### config.mk
export PLATFORM = sky130hd
export DESIGN_NAME = note_lane_engine
export DESIGN_NICKNAME = d
export VERILOG_FILES = /design/src/rtl/note_lane_engine.sv
export SDC_FILE = /design/constraint.sdc
export NUM_CORES = 1
export LEC_CHECK = 0
export BUFFER_PORTS_ARGS = -buffer_cell sky130_fd_sc_hd__buf_4
export CAP_MARGIN = 15
export CORE_MARGIN = 2
export CORE_UTILIZATION = 30
export DETAILED_ROUTE_END_ITERATION = 6
export GPL_ROUTABILITY_DRIVEN = 1
export SYNTH_ARGS = -nofsm -noshare
export SYNTH_HDL_FRONTEND = slang
export SYNTH_SLANG_ARGS = --single-unit
### constraint.sdc
create_clock -name clock -period 6.3 [get_ports clock]
set_input_delay 1.26 -clock clock [delete_from_list [all_inputs] [get_ports clock]]
set_output_delay 1.26 -clock clock [all_outputs]
set_load 0.01 [all_outputs]
### src/rtl/note_lane_engine.sv
// Note-lane rhythm engine: shifts per-lane song patterns one position per step,
// scores player notes against the hit column and redraws the lane boxes pixel by pixel.
module note_lane_engine #(
  parameter int LANES    = 3,
  parameter int BOXES    = 4,
  parameter int SONG_LEN = 115,
  parameter int BOX_W    = 60,
  parameter int BOX_H    = 60,
  parameter int ORIGIN_Y = 60,
  parameter int SCORE_W  = 8
) (
  input  logic                        clock,
  input  logic                        reset,
  input  logic                        start,
  input  logic                        step,
  input  logic [LANES*SONG_LEN-1:0]   songPattern,
  input  logic [LANES-1:0]            notes,
  output logic [11:0]                 spriteAddr,
  input  logic [2:0]                  spriteColour,
  output logic [8:0]                  vgaOutX,
  output logic [7:0]                  vgaOutY,
  output logic [2:0]                  vgaOutColour,
  output logic                        plot,
  output logic                        busy,
  output logic                        songDone,
  output logic [SCORE_W-1:0]          score
);

  localparam int LANE_W = 4;
  localparam int BOX_IW = 4;
  localparam int PIX_W  = 9;
  localparam int STEP_W = $clog2(SONG_LEN + 1);
  localparam int SUM_W  = SCORE_W + 5;

  typedef enum logic [2:0] {
    S_IDLE,
    S_WAIT,
    S_SCORE,
    S_DRAW,
    S_DONE
  } state_t;

  state_t                    state_q, state_d;
  logic [LANES*SONG_LEN-1:0] lanes_q, lanes_d;
  logic [SCORE_W-1:0]        score_q, score_d;
  logic [STEP_W-1:0]         step_cnt_q, step_cnt_d;
  logic                      pending_q, pending_d;
  logic [LANE_W-1:0]         lane_idx_q, lane_idx_d;
  logic [BOX_IW-1:0]         box_q, box_d;
  logic [PIX_W-1:0]          row_q, row_d;
  logic [PIX_W-1:0]          col_q, col_d;
  logic                      drain_q, drain_d;
  logic                      plot_q, plot_d;
  logic                      bit_q, bit_d;
  logic [8:0]                x_q, x_d;
  logic [7:0]                y_q, y_d;
  logic [2:0]                colour_q, colour_d;

  logic                      box_bit;
  logic [3:0]                hits;
  logic [SUM_W-1:0]          score_sum;
  logic [8:0]                pix_x;
  logic [7:0]                pix_y;

  // Shift bit shown by the box currently being scanned; rightmost box is bit 0.
  always_comb begin
    box_bit = 1'b0;
    for (int l = 0; l < LANES; l++) begin
      for (int c = 0; c < BOXES; c++) begin
        if (lane_idx_q == LANE_W'(l) && box_q == BOX_IW'(c)) begin
          box_bit = lanes_q[l*SONG_LEN + BOXES - 1 - c];
        end
      end
    end
  end

  always_comb begin
    hits = '0;
    for (int l = 0; l < LANES; l++) begin
      hits = hits + 4'(lanes_q[l*SONG_LEN] & notes[l]);
    end
    score_sum = SUM_W'(score_q) + SUM_W'(hits);
  end

  assign pix_x = 9'(32'(box_q) * BOX_W + 32'(col_q));
  assign pix_y = 8'(ORIGIN_Y + 32'(lane_idx_q) * BOX_H + 32'(row_q));

  // Sprite data arrives one cycle after its address, so the colour is muxed
  // live during the plot cycle and held afterwards.
  always_comb begin
    if (plot_q) begin
      vgaOutColour = bit_q ? spriteColour : 3'b111;
    end else begin
      vgaOutColour = colour_q;
    end
  end

  always_comb begin
    state_d    = state_q;
    lanes_d    = lanes_q;
    score_d    = score_q;
    step_cnt_d = step_cnt_q;
    pending_d  = pending_q;
    lane_idx_d = lane_idx_q;
    box_d      = box_q;
    row_d      = row_q;
    col_d      = col_q;
    drain_d    = drain_q;
    plot_d     = 1'b0;
    bit_d      = bit_q;
    x_d        = x_q;
    y_d        = y_q;
    colour_d   = vgaOutColour;

    if (start) begin
      state_d    = S_DRAW;
      lanes_d    = songPattern;
      score_d    = '0;
      step_cnt_d = '0;
      pending_d  = 1'b0;
      lane_idx_d = '0;
      box_d      = '0;
      row_d      = '0;
      col_d      = '0;
      drain_d    = 1'b0;
    end else begin
      case (state_q)
        S_WAIT: begin
          if (step || pending_q) begin
            state_d   = S_SCORE;
            pending_d = 1'b0;
          end
        end

        S_SCORE: begin
          if (step) begin
            pending_d = 1'b1;
          end
          if (score_sum > SUM_W'({SCORE_W{1'b1}})) begin
            score_d = '1;
          end else begin
            score_d = score_sum[SCORE_W-1:0];
          end
          for (int l = 0; l < LANES; l++) begin
            lanes_d[l*SONG_LEN +: SONG_LEN] = lanes_q[l*SONG_LEN +: SONG_LEN] >> 1;
          end
          step_cnt_d = step_cnt_q + STEP_W'(1);
          if (step_cnt_d == STEP_W'(SONG_LEN)) begin
            state_d = S_DONE;
          end else begin
            state_d = S_DRAW;
          end
        end

        S_DRAW: begin
          if (step) begin
            pending_d = 1'b1;
          end
          // One extra drain cycle lets the final issued pixel plot while still in DRAW.
          if (drain_q) begin
            drain_d = 1'b0;
            state_d = S_WAIT;
          end else begin
            plot_d = 1'b1;
            bit_d  = box_bit;
            x_d    = pix_x;
            y_d    = pix_y;
            if (col_q == PIX_W'(BOX_W - 1)) begin
              col_d = '0;
              if (row_q == PIX_W'(BOX_H - 1)) begin
                row_d = '0;
                if (box_q == BOX_IW'(BOXES - 1)) begin
                  box_d = '0;
                  if (lane_idx_q == LANE_W'(LANES - 1)) begin
                    lane_idx_d = '0;
                    drain_d    = 1'b1;
                  end else begin
                    lane_idx_d = lane_idx_q + LANE_W'(1);
                  end
                end else begin
                  box_d = box_q + BOX_IW'(1);
                end
              end else begin
                row_d = row_q + PIX_W'(1);
              end
            end else begin
              col_d = col_q + PIX_W'(1);
            end
          end
        end

        default: begin
        end
      endcase
    end
  end

  always_ff @(posedge clock) begin
    if (reset) begin
      state_q    <= S_IDLE;
      lanes_q    <= '0;
      score_q    <= '0;
      step_cnt_q <= '0;
      pending_q  <= 1'b0;
      lane_idx_q <= '0;
      box_q      <= '0;
      row_q      <= '0;
      col_q      <= '0;
      drain_q    <= 1'b0;
      plot_q     <= 1'b0;
      bit_q      <= 1'b0;
      x_q        <= '0;
      y_q        <= '0;
      colour_q   <= '0;
    end else begin
      state_q    <= state_d;
      lanes_q    <= lanes_d;
      score_q    <= score_d;
      step_cnt_q <= step_cnt_d;
      pending_q  <= pending_d;
      lane_idx_q <= lane_idx_d;
      box_q      <= box_d;
      row_q      <= row_d;
      col_q      <= col_d;
      drain_q    <= drain_d;
      plot_q     <= plot_d;
      bit_q      <= bit_d;
      x_q        <= x_d;
      y_q        <= y_d;
      colour_q   <= colour_d;
    end
  end

  assign spriteAddr = {row_q[5:0], col_q[5:0]};
  assign vgaOutX    = x_q;
  assign vgaOutY    = y_q;
  assign plot       = plot_q;
  assign busy       = (state_q != S_IDLE) && (state_q != S_DONE);
  assign songDone   = (state_q == S_DONE);
  assign score      = score_q;

endmodule

==> impl_metrics.toml <==
[critical_path]
worst_r2r_endpoint = "vgaOutX[8]"
crit_family = "adder cells"
cp-startpoint = "box_q[0]"
path_max_fanout = 9
rrSetupSlack_ns = 2.56
path_cells = "ha_1 -> clkinv_1 -> fa_1 -> inv_1 -> ha_1 -> a21o_1 -> a21oi_1 -> xnor2_1 -> ha_1 -> or2_2 -> a2111o_1 -> o211ai_1"
worstSetupPathType = "register to register"
slowest_delay_ns = 0.62
startpoint_type = "register"
end_kind = "register"
path_buf_inv = 2
cp_num_cells = 12
crit_top_cell = "ha_1"
crit_path_end = "vgaOutX[8]"
cp.required_ns = 6.80
rr_worst_depth = 12
critPathSlowestCell = "fa_1"
arrival_ns = 4.24
r2r_start = "box_q[0]"

[detailed_routing]
met3WireLength_mm = 4.03
finalWirelength_mm = 56.5
wl_met1_mm = 25.2
drt-vias-per-instance = 4.74
drt_iter0_drc = 1375
vias = 18600
top_layer_used = "met5"
drtPass1Iterations = 5
drc_errors = 0
avgRoutedWirePerCell_um = 14.4
antenna_left = 0
met2_length_mm = 25.7

[finish]
fillers = 6880
final_cell_mix = "nand2_1 (741), a21oi_1 (722), dfxtp_1 (413)"
final_nets = 3442
area_growth_pct = 25.7
final_cells = 3923
final_common_cell = "nand2_1"
post-route-util_pct = 38.0
drive_above_1_share_pct = 16.1

[synthesis]
synthArstFlopShare_pct = 0
syn_avg_cell_area_um2 = 6.98
netlist_instances = 2788
ys_ff_latch = 413
synth_ff_type = "dfxtp_1"
synth_warnings = 0
synth-seq-area-share_pct = 42.5
synth_edf_count = 0
synth_area_um2 = 19500
synth.distinct_cells = 59
syn-num-nets = 3203

[die]
die_h_um = 259
pin_count = 398
die_x_um = 259
rows = 93
die_area_um2 = 66900
core_um2 = 64300
initial_utilization_pct = 30.2

[placed_design]
numPortBuffers = 397
dp_slack_ns = 2.55
post-place-cells = 3831
place_congestion = 0.835
hpwl_mm = 35.7

[sta]
clock_skew_ns = 0.0149
fmax_mhz = 267
worstMarginPinSlew_ns = 1.11
post-route-min-period_ns = 3.74
layout_setup_ws_ns = 2.56
hold_violations = 0
maxSlewViolCount = 0
setup_violations = 0
rsz0062_at_grt = "no"
fin_crit_sh_pct = 59.4
setup_tns_ns = 0
slew_headroom_pct = 25.9

[power_and_ir_drop]
switching_share_pct = 25.6
power.total_mw = 6.58
p_seq_share_pct = 43.0
power_density_nw_per_um2 = 269
power.share.clock_pct = 45.1
max-vdd-ir-drop_v = 0.000183
p_switching_mw = 1.69
internal_power_mw = 4.89
pwr-share-comb_pct = 11.9
p_leak_nw = 9.66

[clock_tree]
cts_made_buffers = 49
cts_sinks = 413
path_clk_slew_ns = 0.06
cts_tree = "done"
ctsHoldBuffers = 0
cts_setup_buffers = 0
clk_path_buf_depth = 3
htreeDepth = 2
ctsResizeCount = 0
clockRootBuffer = "clkbuf_16"
clk_latency_ns = 0.59

[global_route]
grt_remaining_overflow = 0
grt_pass1_vias = 16800
grt_pass1_wl_mm = 89.7
grt.total_usage_pct = 16.2
antenna_found_initial = 10
grt_max_degree = 233

[min_path]
min_path_type = "register to register"

[job]
maxCapViolCount = 0

[status]
status = "finished clean"
## per-layer routing
metal	global-route usage, %	up-vias
li1	-	9637
met5	0	-
met1	21.0	8447
met2	25.7	421
met3	4.84	99
met4	5.36	6
## per-stage QoR
stage	cell area [µm²]	hold WS, ns
floorplan	19500	0.450
global placement	22800	0.444
detailed placement	22800	0.447
CTS	24500	0.455
global route	24500	0.476
finish	24500	0.455
## power by group through the flow
stage / clock network [mW] / registers (mW) / logic, mW
finish: 2.97 / 2.83 / 0.783
global route: 3.18 / 2.84 / 0.890
CTS: 3.07 / 2.83 / 0.792
detailed placement: 0 / 2.88 / 0.788
global placement: 0 / 2.88 / 0.785
floorplan: 0 / 2.86 / 0.502
## cell type report
cell class                      instances  area (µm²)  area share [%]
Clock inverter                         16         269            1.10
Inverter                               53         199           0.813
Multi-Input combinational cell       2103       10100            41.2
Clock buffer                           71        1420            5.80
Tap cell                              855        1070            4.37
Sequential cell                       413        8270            33.8
Antenna cell                            5        12.5          0.0511
Timing Repair Buffer                  407        3160            12.9
## cell usage after synthesis (3+ instances only)
cell / n / area, µm²
buf_6: 3 / 33.8
nand3b_1: 3 / 22.5
nand2b_1: 3 / 18.8
nor2_1: 390 / 1460
nand4b_1: 3 / 26.3
nand4_1: 8 / 50.1
inv_1: 52 / 195
o21ai_0: 17 / 85.1
nand3_1: 18 / 90.1
fa_1: 14 / 280
xnor2_1: 18 / 158
buf_1: 32 / 120
nor2b_1: 6 / 37.5
and3_1: 9 / 56.3
a21oi_1: 722 / 3610
o311ai_0: 3 / 26.3
a31oi_1: 6 / 37.5
a21o_1: 6 / 45.0
ha_1: 46 / 576
clkbuf_1: 143 / 537
dfxtp_1: 413 / 8270
nor4_1: 4 / 25.0
o211ai_1: 4 / 30.0
o31ai_1: 6 / 45.0
mux2i_1: 3 / 30.0
buf_2: 29 / 145
nand2_1: 741 / 2780
buf_4: 12 / 90.1
or2_2: 5 / 31.3
nor3_1: 5 / 25.0
and2_1: 8 / 50.1
xor2_1: 14 / 123
a211oi_1: 8 / 60.1
or3_1: 3 / 18.8
## flip-flops by register name, summed over array words and instances (netlist names)
signal and cells:
plot 1, step_cnt_q 7, state_q 3, colour_q 3, vgaOutY 8, score 8
lanes_q 345, drain_q 1, col_q 9, box_q 4, vgaOutX 9, lane_idx_q 4
pending_q 1, bit_q 1, row_q 9
## how the worst min path moves through the flow
stage | slack [ns] | depth (start not counted) | from | to
finish | 0.45 | 2 | vgaOutX[1] | vgaOutX[1]
global route | 0.48 | 2 | vgaOutX[1] | vgaOutX[1]
CTS | 0.45 | 2 | vgaOutX[5] | vgaOutX[5]
detailed placement | 0.45 | 2 | vgaOutX[5] | vgaOutX[5]
global placement | 0.44 | 2 | vgaOutX[5] | vgaOutX[5]
floorplan | 0.45 | 2 | pending_q | pending_q
## kinds of logic after synthesis
family,synth area share [%]
AND/OR/NAND/NOR,24.6
AO/OA/AOI/OAI,21.1
flip-flops,42.5
buffers and inverters,5.78
adder cells (fa/ha/maj),4.40
XOR/XNOR,1.44
multiplexers,0.154
## worst min-delay path, cell delays in order, from the launching register on
cell	delay [ns]
dfxtp_1	0.31
nand2_1	0.05
a21oi_1	0.05
No activity file was read; power rests on OpenSTA's default activity.
